$ cat src/rtl/gcd_requester_if.sv
// ----------------------------------------------------------------------------
// gcd_requester_if: request/response streams and GCD core start/done bundle
// Rev 1.0
// ----------------------------------------------------------------------------
`default_nettype none

interface gcd_requester_if #(
  parameter int WIDTH = 8
) ();
  logic             req_valid;
  logic             req_ready;
  logic [WIDTH-1:0] req_a;
  logic [WIDTH-1:0] req_b;

  logic             rsp_valid;
  logic             rsp_ready;
  logic [WIDTH-1:0] rsp_a;
  logic [WIDTH-1:0] rsp_b;
  logic [WIDTH-1:0] rsp_gcd;
  logic             rsp_timeout;

  logic             core_start;
  logic [WIDTH-1:0] core_a;
  logic [WIDTH-1:0] core_b;
  logic             core_done;
  logic [WIDTH-1:0] core_result;

  // Requester view: accepts requests, emits responses, drives the core.
  modport master (
    input  req_valid, req_a, req_b, rsp_ready, core_done, core_result,
    output req_ready, rsp_valid, rsp_a, rsp_b, rsp_gcd, rsp_timeout,
           core_start, core_a, core_b
  );

  // Environment view: upstream producer, downstream consumer and the core.
  modport slave (
    output req_valid, req_a, req_b, rsp_ready, core_done, core_result,
    input  req_ready, rsp_valid, rsp_a, rsp_b, rsp_gcd, rsp_timeout,
           core_start, core_a, core_b
  );
endinterface

`default_nettype wire

$ cat src/rtl/gcd_requester.sv
// ----------------------------------------------------------------------------
// gcd_requester: buffers operand pairs, sequences a GCD core, returns results
// Rev 1.0
// ----------------------------------------------------------------------------
`default_nettype none

module gcd_requester #(
  parameter int WIDTH          = 8,
  parameter int DEPTH          = 4,
  parameter int TIMEOUT_CYCLES = 1024
) (
  input  wire logic        clk,
  input  wire logic        reset,
  gcd_requester_if.master  bus,
  output logic             busy,
  output logic [7:0]       timeout_count
);

  localparam int PTR_W = $clog2(DEPTH);
  localparam int CNT_W = $clog2(TIMEOUT_CYCLES + 1);
  localparam logic [CNT_W-1:0] TO_LAST   = CNT_W'(TIMEOUT_CYCLES - 1);
  localparam logic [PTR_W:0]   FIFO_FULL = (PTR_W + 1)'(DEPTH);

  typedef enum logic [2:0] {
    S_IDLE      = 3'd0,
    S_START     = 3'd1,
    S_WAIT_LOW  = 3'd2,
    S_WAIT_HIGH = 3'd3,
    S_RESP      = 3'd4
  } state_t;

  state_t state_q, state_d;

  logic [2*WIDTH-1:0] mem_q [DEPTH];
  logic [PTR_W-1:0]   wr_ptr_q;
  logic [PTR_W-1:0]   rd_ptr_q;
  logic [PTR_W:0]     count_q;

  logic [WIDTH-1:0]   a_q, a_d;
  logic [WIDTH-1:0]   b_q, b_d;
  logic [WIDTH-1:0]   gcd_q, gcd_d;
  logic               timeout_q, timeout_d;
  logic [CNT_W-1:0]   cnt_q, cnt_d;
  logic [7:0]         to_count_q;

  logic               w_full;
  logic               w_empty;
  logic               w_push;
  logic               w_pop;
  logic               w_to_inc;
  logic [WIDTH-1:0]   w_head_a;
  logic [WIDTH-1:0]   w_head_b;

  // ---------------------------------------------------------------------------
  // Request FIFO
  // ---------------------------------------------------------------------------
  assign w_full   = (count_q == FIFO_FULL);
  assign w_empty  = (count_q == '0);
  assign w_push   = bus.req_valid && !w_full;
  assign w_head_a = mem_q[rd_ptr_q][2*WIDTH-1:WIDTH];
  assign w_head_b = mem_q[rd_ptr_q][WIDTH-1:0];

  // Storage needs no reset; occupancy alone defines what is valid.
  always_ff @(posedge clk) begin
    if (w_push) begin
      mem_q[wr_ptr_q] <= {bus.req_a, bus.req_b};
    end
  end

  always_ff @(posedge clk) begin
    if (!reset) begin
      wr_ptr_q <= '0;
      rd_ptr_q <= '0;
      count_q  <= '0;
    end else begin
      if (w_push) begin
        wr_ptr_q <= wr_ptr_q + PTR_W'(1);
      end
      if (w_pop) begin
        rd_ptr_q <= rd_ptr_q + PTR_W'(1);
      end
      case ({w_push, w_pop})
        2'b10:   count_q <= count_q + (PTR_W + 1)'(1);
        2'b01:   count_q <= count_q - (PTR_W + 1)'(1);
        default: count_q <= count_q;
      endcase
    end
  end

  // ---------------------------------------------------------------------------
  // Transaction FSM
  // ---------------------------------------------------------------------------
  always_ff @(posedge clk) begin
    if (!reset) begin
      state_q    <= S_IDLE;
      a_q        <= '0;
      b_q        <= '0;
      gcd_q      <= '0;
      timeout_q  <= 1'b0;
      cnt_q      <= '0;
      to_count_q <= '0;
    end else begin
      state_q   <= state_d;
      a_q       <= a_d;
      b_q       <= b_d;
      gcd_q     <= gcd_d;
      timeout_q <= timeout_d;
      cnt_q     <= cnt_d;
      if (w_to_inc && (to_count_q != 8'hFF)) begin
        to_count_q <= to_count_q + 8'd1;
      end
    end
  end

  always_comb begin
    state_d   = state_q;
    w_pop     = 1'b0;
    w_to_inc  = 1'b0;
    a_d       = a_q;
    b_d       = b_q;
    gcd_d     = gcd_q;
    timeout_d = timeout_q;
    cnt_d     = cnt_q;

    case (state_q)
      S_IDLE: begin
        if (!w_empty) begin
          w_pop     = 1'b1;
          a_d       = w_head_a;
          b_d       = w_head_b;
          timeout_d = 1'b0;
          // A zero operand makes the answer the other operand; skip the core.
          if ((w_head_a == '0) || (w_head_b == '0)) begin
            gcd_d   = w_head_a | w_head_b;
            state_d = S_RESP;
          end else begin
            gcd_d   = '0;
            state_d = S_START;
          end
        end
      end

      S_START: begin
        cnt_d   = '0;
        state_d = S_WAIT_LOW;
      end

      S_WAIT_LOW: begin
        cnt_d = cnt_q + CNT_W'(1);
        if (cnt_q == TO_LAST) begin
          gcd_d     = '0;
          timeout_d = 1'b1;
          w_to_inc  = 1'b1;
          state_d   = S_RESP;
        end else if (!bus.core_done) begin
          state_d = S_WAIT_HIGH;
        end
      end

      S_WAIT_HIGH: begin
        cnt_d = cnt_q + CNT_W'(1);
        // A result arriving on the final allowed cycle still counts.
        if (bus.core_done) begin
          gcd_d   = bus.core_result;
          state_d = S_RESP;
        end else if (cnt_q == TO_LAST) begin
          gcd_d     = '0;
          timeout_d = 1'b1;
          w_to_inc  = 1'b1;
          state_d   = S_RESP;
        end
      end

      S_RESP: begin
        if (bus.rsp_ready) begin
          state_d = S_IDLE;
        end
      end

      default: begin
        state_d = S_IDLE;
      end
    endcase
  end

  // ---------------------------------------------------------------------------
  // Outputs
  // ---------------------------------------------------------------------------
  assign bus.req_ready   = !w_full;
  assign bus.rsp_valid   = (state_q == S_RESP);
  assign bus.rsp_a       = a_q;
  assign bus.rsp_b       = b_q;
  assign bus.rsp_gcd     = gcd_q;
  assign bus.rsp_timeout = timeout_q;
  assign bus.core_start  = (state_q == S_START);
  assign bus.core_a      = a_q;
  assign bus.core_b      = b_q;

  assign busy          = (state_q != S_IDLE) || !w_empty;
  assign timeout_count = to_count_q;

endmodule

`default_nettype wire

$ cat src/flat_wrapper.sv
// flat-port wrapper written by rule: the top's interface ports become plain ports
module gcd_requester_flat 
#(
  parameter int WIDTH          = 8,
  parameter int DEPTH          = 4,
  parameter int TIMEOUT_CYCLES = 1024
)
  (clk, reset, busy, timeout_count, bus_req_valid, bus_req_a, bus_req_b, bus_rsp_ready, bus_core_done, bus_core_result, bus_req_ready, bus_rsp_valid, bus_rsp_a, bus_rsp_b, bus_rsp_gcd, bus_rsp_timeout, bus_core_start, bus_core_a, bus_core_b);
  gcd_requester_if #(.WIDTH(WIDTH)) bus_i ();
  input  wire logic clk;
  input  wire logic reset;
  output logic busy;
  output logic [7:0] timeout_count;
  input wire logic [$bits(bus_i.req_valid)-1:0] bus_req_valid;
  input wire logic [$bits(bus_i.req_a)-1:0] bus_req_a;
  input wire logic [$bits(bus_i.req_b)-1:0] bus_req_b;
  input wire logic [$bits(bus_i.rsp_ready)-1:0] bus_rsp_ready;
  input wire logic [$bits(bus_i.core_done)-1:0] bus_core_done;
  input wire logic [$bits(bus_i.core_result)-1:0] bus_core_result;
  output wire logic [$bits(bus_i.req_ready)-1:0] bus_req_ready;
  output wire logic [$bits(bus_i.rsp_valid)-1:0] bus_rsp_valid;
  output wire logic [$bits(bus_i.rsp_a)-1:0] bus_rsp_a;
  output wire logic [$bits(bus_i.rsp_b)-1:0] bus_rsp_b;
  output wire logic [$bits(bus_i.rsp_gcd)-1:0] bus_rsp_gcd;
  output wire logic [$bits(bus_i.rsp_timeout)-1:0] bus_rsp_timeout;
  output wire logic [$bits(bus_i.core_start)-1:0] bus_core_start;
  output wire logic [$bits(bus_i.core_a)-1:0] bus_core_a;
  output wire logic [$bits(bus_i.core_b)-1:0] bus_core_b;
  assign bus_i.req_valid = bus_req_valid;
  assign bus_i.req_a = bus_req_a;
  assign bus_i.req_b = bus_req_b;
  assign bus_i.rsp_ready = bus_rsp_ready;
  assign bus_i.core_done = bus_core_done;
  assign bus_i.core_result = bus_core_result;
  assign bus_req_ready = bus_i.req_ready;
  assign bus_rsp_valid = bus_i.rsp_valid;
  assign bus_rsp_a = bus_i.rsp_a;
  assign bus_rsp_b = bus_i.rsp_b;
  assign bus_rsp_gcd = bus_i.rsp_gcd;
  assign bus_rsp_timeout = bus_i.rsp_timeout;
  assign bus_core_start = bus_i.core_start;
  assign bus_core_a = bus_i.core_a;
  assign bus_core_b = bus_i.core_b;
  gcd_requester #(.WIDTH(WIDTH), .DEPTH(DEPTH), .TIMEOUT_CYCLES(TIMEOUT_CYCLES)) u_core (.clk(clk), .reset(reset), .bus(bus_i), .busy(busy), .timeout_count(timeout_count));
endmodule
$ cat config.mk
export PLATFORM = sky130hd
export DESIGN_NAME = gcd_requester_flat
export DESIGN_NICKNAME = d
export VERILOG_FILES = /design/src/rtl/gcd_requester_if.sv /design/src/rtl/gcd_requester.sv /design/src/flat_wrapper.sv
export SDC_FILE = /design/constraint.sdc
export NUM_CORES = 1
export LEC_CHECK = 0
export CAP_MARGIN = 20
export CORE_ASPECT_RATIO = 1.4
export CORE_MARGIN = 5
export CORE_UTILIZATION = 57
export DETAILED_ROUTE_END_ITERATION = 10
export PLACE_DENSITY = 0.95
export SYNTH_ARGS = -nofsm -noshare
export SYNTH_HDL_FRONTEND = slang
export SYNTH_SLANG_ARGS = --single-unit
$ cat constraint.sdc
create_clock -name clk -period 4.3 [get_ports clk]
set_clock_uncertainty 0.15 [all_clocks]
set_input_delay 0.86 -clock clk [delete_from_list [all_inputs] [get_ports clk]]
set_output_delay 0.86 -clock clk [all_outputs]
set_load 0.01 [all_outputs]
# Yosys cells after proc, flatten, opt, wreduce, memory -nomap -nowiden
# Memories as Yosys holds them, arrays and structs flattened. A register that Yosys moved wholly into a read port is not among the register bits.
# Cells that the tools add are included.
[word_totals]
register_bits = 54
mem_bits_rw = 64
inputBits = 29
out_inout_bits = 53
elab_cells = 80
mem_count = 1
[op_classes]
add_sub_neg = 6
eq_ne = 14
muxes = 28
n_bitwise = 2
reduce_logical = 19
[mem_list]
columns = ["name", "depth", "width", "read_ports", "rd_clocked_by_memory_dff", "write_ports", "line_no", "rtl"]
rows = [
  ["u_core.mem_q", 4, 16, 1, 1, 1, "gcd_requester.sv:34", "logic [2*WIDTH-1:0] mem_q [DEPTH];"],
]
[ops]
columns = ["operator", "n"]
rows = [
  ["$mux W8", 4],
  ["$pmux W8 S3", 1],
  ["$pmux W11 S2", 1],
  ["$mux W3", 7],
  ["$logic_not A8 Y1", 2],
  ["$pmux W3 S5", 1],
  ["$add A11 B1 Y11 const B", 1],
  ["$eq A11 B10 Y1 const B", 1],
  ["$mux W1", 9],
  ["$add A8 B1 Y8 const B", 1],
  ["$ne A8 B8 Y1 const B", 1],
  ["$or A8 B8 Y8", 1],
  ["$eq A3 B2 Y1 const B", 2],
  ["$eq A3 B3 Y1 const B", 2],
  ["$logic_not A3 Y1", 2],
  ["$ne A2 B2 Y1 const B", 3],
  ["$ne A3 B2 Y1 const B", 2],
  ["$pmux W3 S2", 1],
  ["$reduce_bool A3 Y1", 2],
  ["$add A2 B1 Y2 const B", 2],
  ["$mux W2", 2],
  ["$reduce_and A2 Y1", 2],
  ["$reduce_and A4 Y1", 1],
  ["$reduce_bool A2 Y1", 2],
  ["other kinds (13)", 16],
]

# Longest topological paths before layout
[logic_depth]
ltp_word = 5
ltp_mapped = 12
depth_no_buf = 10

# Worst setup path after synthesis
# OpenSTA, ideal clock, no wires.
[synth_path]
path_kind = "register -> register"
start = "register u_core.state_q[0]"
end = "register u_core.count_q[2]"
setup_ns = 0.071
t_arrival_ns = 2.473
required_time_ns = 4.079
setup_slack_ns = 1.606
path_stages_with_launch = 13
n_path_buf = 3
synth_period_minus_slack_ns = 2.694
cell_sequence = "dfxtp_1 > clkbuf_1 > nor3_1 > nand2b_1 > clkbuf_1 > inv_2 > clkbuf_1 > ha_1 > inv_1 > fa_1 > xor2_1 > or3_1 > a21oi_1"
[synth_between]
elab_chain_len = 4
word_cells_on_any_way = 6
classes_between = "eq/ne (2); mux (2); reduce/logical (2)"
[synth_rtl]
columns = ["item", "line_no", "rtl"]
rows = [
  ["start, declared", "gcd_requester.sv:32", "state_t state_q, state_d;"],
  ["start signal, assigned", "gcd_requester.sv:103", "state_q <= state_d;"],
  ["$logic_not A3 Y1 *", "gcd_requester.sv:125", "case (state_q)"],
  ["$mux W1 *", "gcd_requester.sv:125", ""],
  ["$eq A2 B1 Y1 / $eq A2 B2 Y1 (equally long branches)", "gcd_requester.sv:82", "case ({w_push, w_pop})"],
  ["$pmux W3 S2 / $reduce_bool A2 Y1 (equally long branches)", "-", ""],
  ["end signal, assigned", "gcd_requester.sv:83", "2'b10: count_q <= count_q + (PTR_W + 1)'(1);"],
  ["end signal, assigned", "gcd_requester.sv:84", "2'b01: count_q <= count_q - (PTR_W + 1)'(1);"],
  ["end signal, assigned", "gcd_requester.sv:85", "default: count_q <= count_q;"],
  ["end, declared", "gcd_requester.sv:37", "logic [PTR_W:0] count_q;"],
]
# Every way passes the cells marked *; elsewhere a longest branch is shown, timed or not.
# A chain may end at the register's enable or synchronous reset.

# Worst setup path in the final report
[layout_path]
start = "register u_core.state_q[1]"
end = "register u_core.count_q[2]"
# The elaborated chain is that of the path after synthesis.

==> results.toml <==
[route]
drt-initial-drc-count = 263
vias = 3620
firstDrtPassIters = 6
ant_nets = 0
wirelength_um = 11900
drcViolationCount = 0
wl_per_cell_um = 20.0
drt-vias-per-instance = 6.07

[power]
vdd_ir_drop_max_uv = 455
powerDensity_nw_per_um2 = 662
p_leak_uw = 0.00225

[die]
die-area_um2 = 10800
die_w_um = 89.4
start_util_pct = 58.4
die_y_um = 121
ios = 82
rows = 40
core_area_um2 = 8610

[yosys]
ys_warn_count = 0
synth_ff_type = "edfxtp_1"
netlist_instances = 410
ys_types = 47
synth_common_cells = "edfxtp_1 (64), dfxtp_1 (56), nand2_1 (46)"
seq_area_frac_synth_pct = 60.6
synth-async-reset-ratio_pct = 0
avgSynthCellArea_um2 = 12.3
synth.most_common_cell = "edfxtp_1"
syn_nets = 447
mappedNetlistArea_um2 = 5020
synth_top_cell_area_share_pct = 38.2
yosys.area.top_type = "edfxtp_1"
synth_edf_count = 64
synth.top_cells.by_area = "edfxtp_1 (38%), dfxtp_1 (22%), mux4_1 (4.2%), mux4_2 (3.6%), nand2_1 (3.4%)"
synth-seq-cells = 120

[setup_path]
required_ns = 4.50
path_class = "flip-flop to flip-flop"
cp_slowest_cell = "nand2b_1"
cp.buffers_inverters = 2
cp.arrival_ns = 3.34
path_cells = "nor3_1 > nand2b_1 > inv_2 > ha_1 > inv_1 > fa_1 > xor2_1 > or3_1 > a21oi_1"
slowest_delay_ns = 0.45
start_kind = "flip-flop"
path_delay_family = "simple AND/OR/NAND/NOR gates"
crit_path_end_kind = "flip-flop"
cp_max_fo = 21
crit_start = "u_core.state_q[1]"
reg2reg_from = "u_core.state_q[1]"

[sta]
rsz0062_at_grt = "no"
period_needed_ns = 3.14
worstMarginPinSlew_ns = 0.950
maxSlewHeadroom_pct = 36.6
max_freq_mhz = 318
slew_violations = 0
setup_viol = 0
tns_ns = 0
post-route-period-util_pct = 73.1
fin_hold_ws_ns = 0.325
hold_viol_final = 0

[grt]
gr-usage-all-layers_pct = 23.8
grt_pass1_vias = 3698
gr-total-overflow = 0
antenna_found_initial = 0
grt_max_degree = 41
grt_pass1_wl_um = 18900

[placement]
io_buffer_count = 81
postPlaceCellArea_um2 = 5770
dp.cells = 564
hpwlAfterDp_um = 8160
routabilityCongestion = 0.899

[final_layout]
n_antenna_cell = 0
design_area_um2 = 6390
drive_gt1_share_pct = 10.4
area_growth_pct = 27.2
fillers = 520
fin_nets = 515
post-route-util_pct = 74.3
stdcell_count = 596

[min_path]
min_from = "u_core.bus.core_b[5]"
hp-class = "flip-flop to flip-flop"

[clock_tree]
clkTransAtPathRegs_ns = 0.05
cts_max_path_buffers = 2
cts_root_buf = "clkbuf_16"
cts_buffers = 17
cts_resized = 0
htree_levels = 4
cts_tree = "built"
cts.hold.buffers_added = 0
numClockSinks = 120
cts_setup_buffers = 0
worstSkewPairLatency_ns = 0.42

[run_status]
status = "complete, no violations"

[job]
drv_cap = 0
registers in the layout, indices dropped and copies added, names as in the netlist, named ones only:
register and cells:
u_core.bus.core_a 8, u_core.cnt_q 11, u_core.count_q 3, u_core.bus.rsp_gcd 8
u_core.rd_ptr_q 2, u_core.mem_q 64, u_core.timeout_count 8, u_core.wr_ptr_q 2
u_core.bus.rsp_timeout 1, u_core.bus.core_b 8, u_core.state_q 3
stage by stage:
stage	setup WS (ns)	total power, µW
after floorplan	1.61	2340
after global placement	1.33	2670
after detailed placement	1.22	2740
after CTS	1.19	4230
after global routing	0.895	4420
final	1.16	4230
layer usage:
metal  wire, µm  track usage [%]  vias to the layer above  share of wire, %
met3        827             7.00                       44               6.9
met1       4280             25.8                     1755                36
met5          0                0                        -                 0
li1           -                -                     1631                 -
met2       6400             41.6                      190                54
met4        438             11.3                        0               3.7
area by class of cell:
class | instances | area, µm² | area share [%]
flip-flops and latches | 120 | 3040 | 47.6
multi-input cells | 244 | 1720 | 26.9
repair buffers | 83 | 826 | 12.9
clock buffers | 17 | 425 | 6.65
clock inverters | 15 | 200 | 3.13
well taps | 105 | 131 | 2.06
inverters | 12 | 45.0 | 0.705
worst register-to-register path, stage by stage, from the launching register on:
cell and delay [ns]:
dfxtp_1 0.41, nor3_1 0.30, nand2b_1 0.45, inv_2 0.45, ha_1 0.27, inv_1 0.07
fa_1 0.37, xor2_1 0.17, or3_1 0.31, a21oi_1 0.13
logic make-up after synthesis:
kind of cell,after synthesis,share of synthesized area [%]
DFF,120,60.6
AOI/OAI and AO/OA,66,8.12
xor gates and xnor gates,9,1.57
muxes,21,8.84
buffers and inverters,46,5.18
adders and majority gates,8,2.14
and+or+nand+nor,140,13.6
where the power goes:
| part | internal [µW] | switching, µW | total [µW] |
|---|---|---|---|
| combinational | 560 | 644 | 1200 |
| sequential | 1380 | 161 | 1540 |
| clock | 970 | 514 | 1480 |
cells in the final DEF, fill, tap and decap left out, drive strengths merged, types with 2 or more instances in the layout:
master,n
or2,2
clkinvlp,3
mux2,3
o211ai,3
a22oi,12
buf,2
o21ai,8
nand4,7
a21oi,28
xor2,5
o22ai,8
nand2b,4
nand2,46
and3,11
mux2i,2
clkbuf,17
clkdlybuf4s50,81
edfxtp,64
bufinv,4
mux4,16
nor2,34
and2,7
nor3,4
dfxtp,56
ha,7
clkinv,5
inv,15
or3,7
xnor2,4
nand3,10
or4,6
final timing paths:
check	to	slack, ns	cells past startpoint
max	u_core.count_q[2]	1.16	9
max reg2reg	u_core.count_q[2]	1.16	9
min	u_core.bus.core_b[5]	0.33	2
min reg2reg	u_core.bus.core_b[5]	0.33	2
Note: power is estimated with default switching activity, not from simulation.
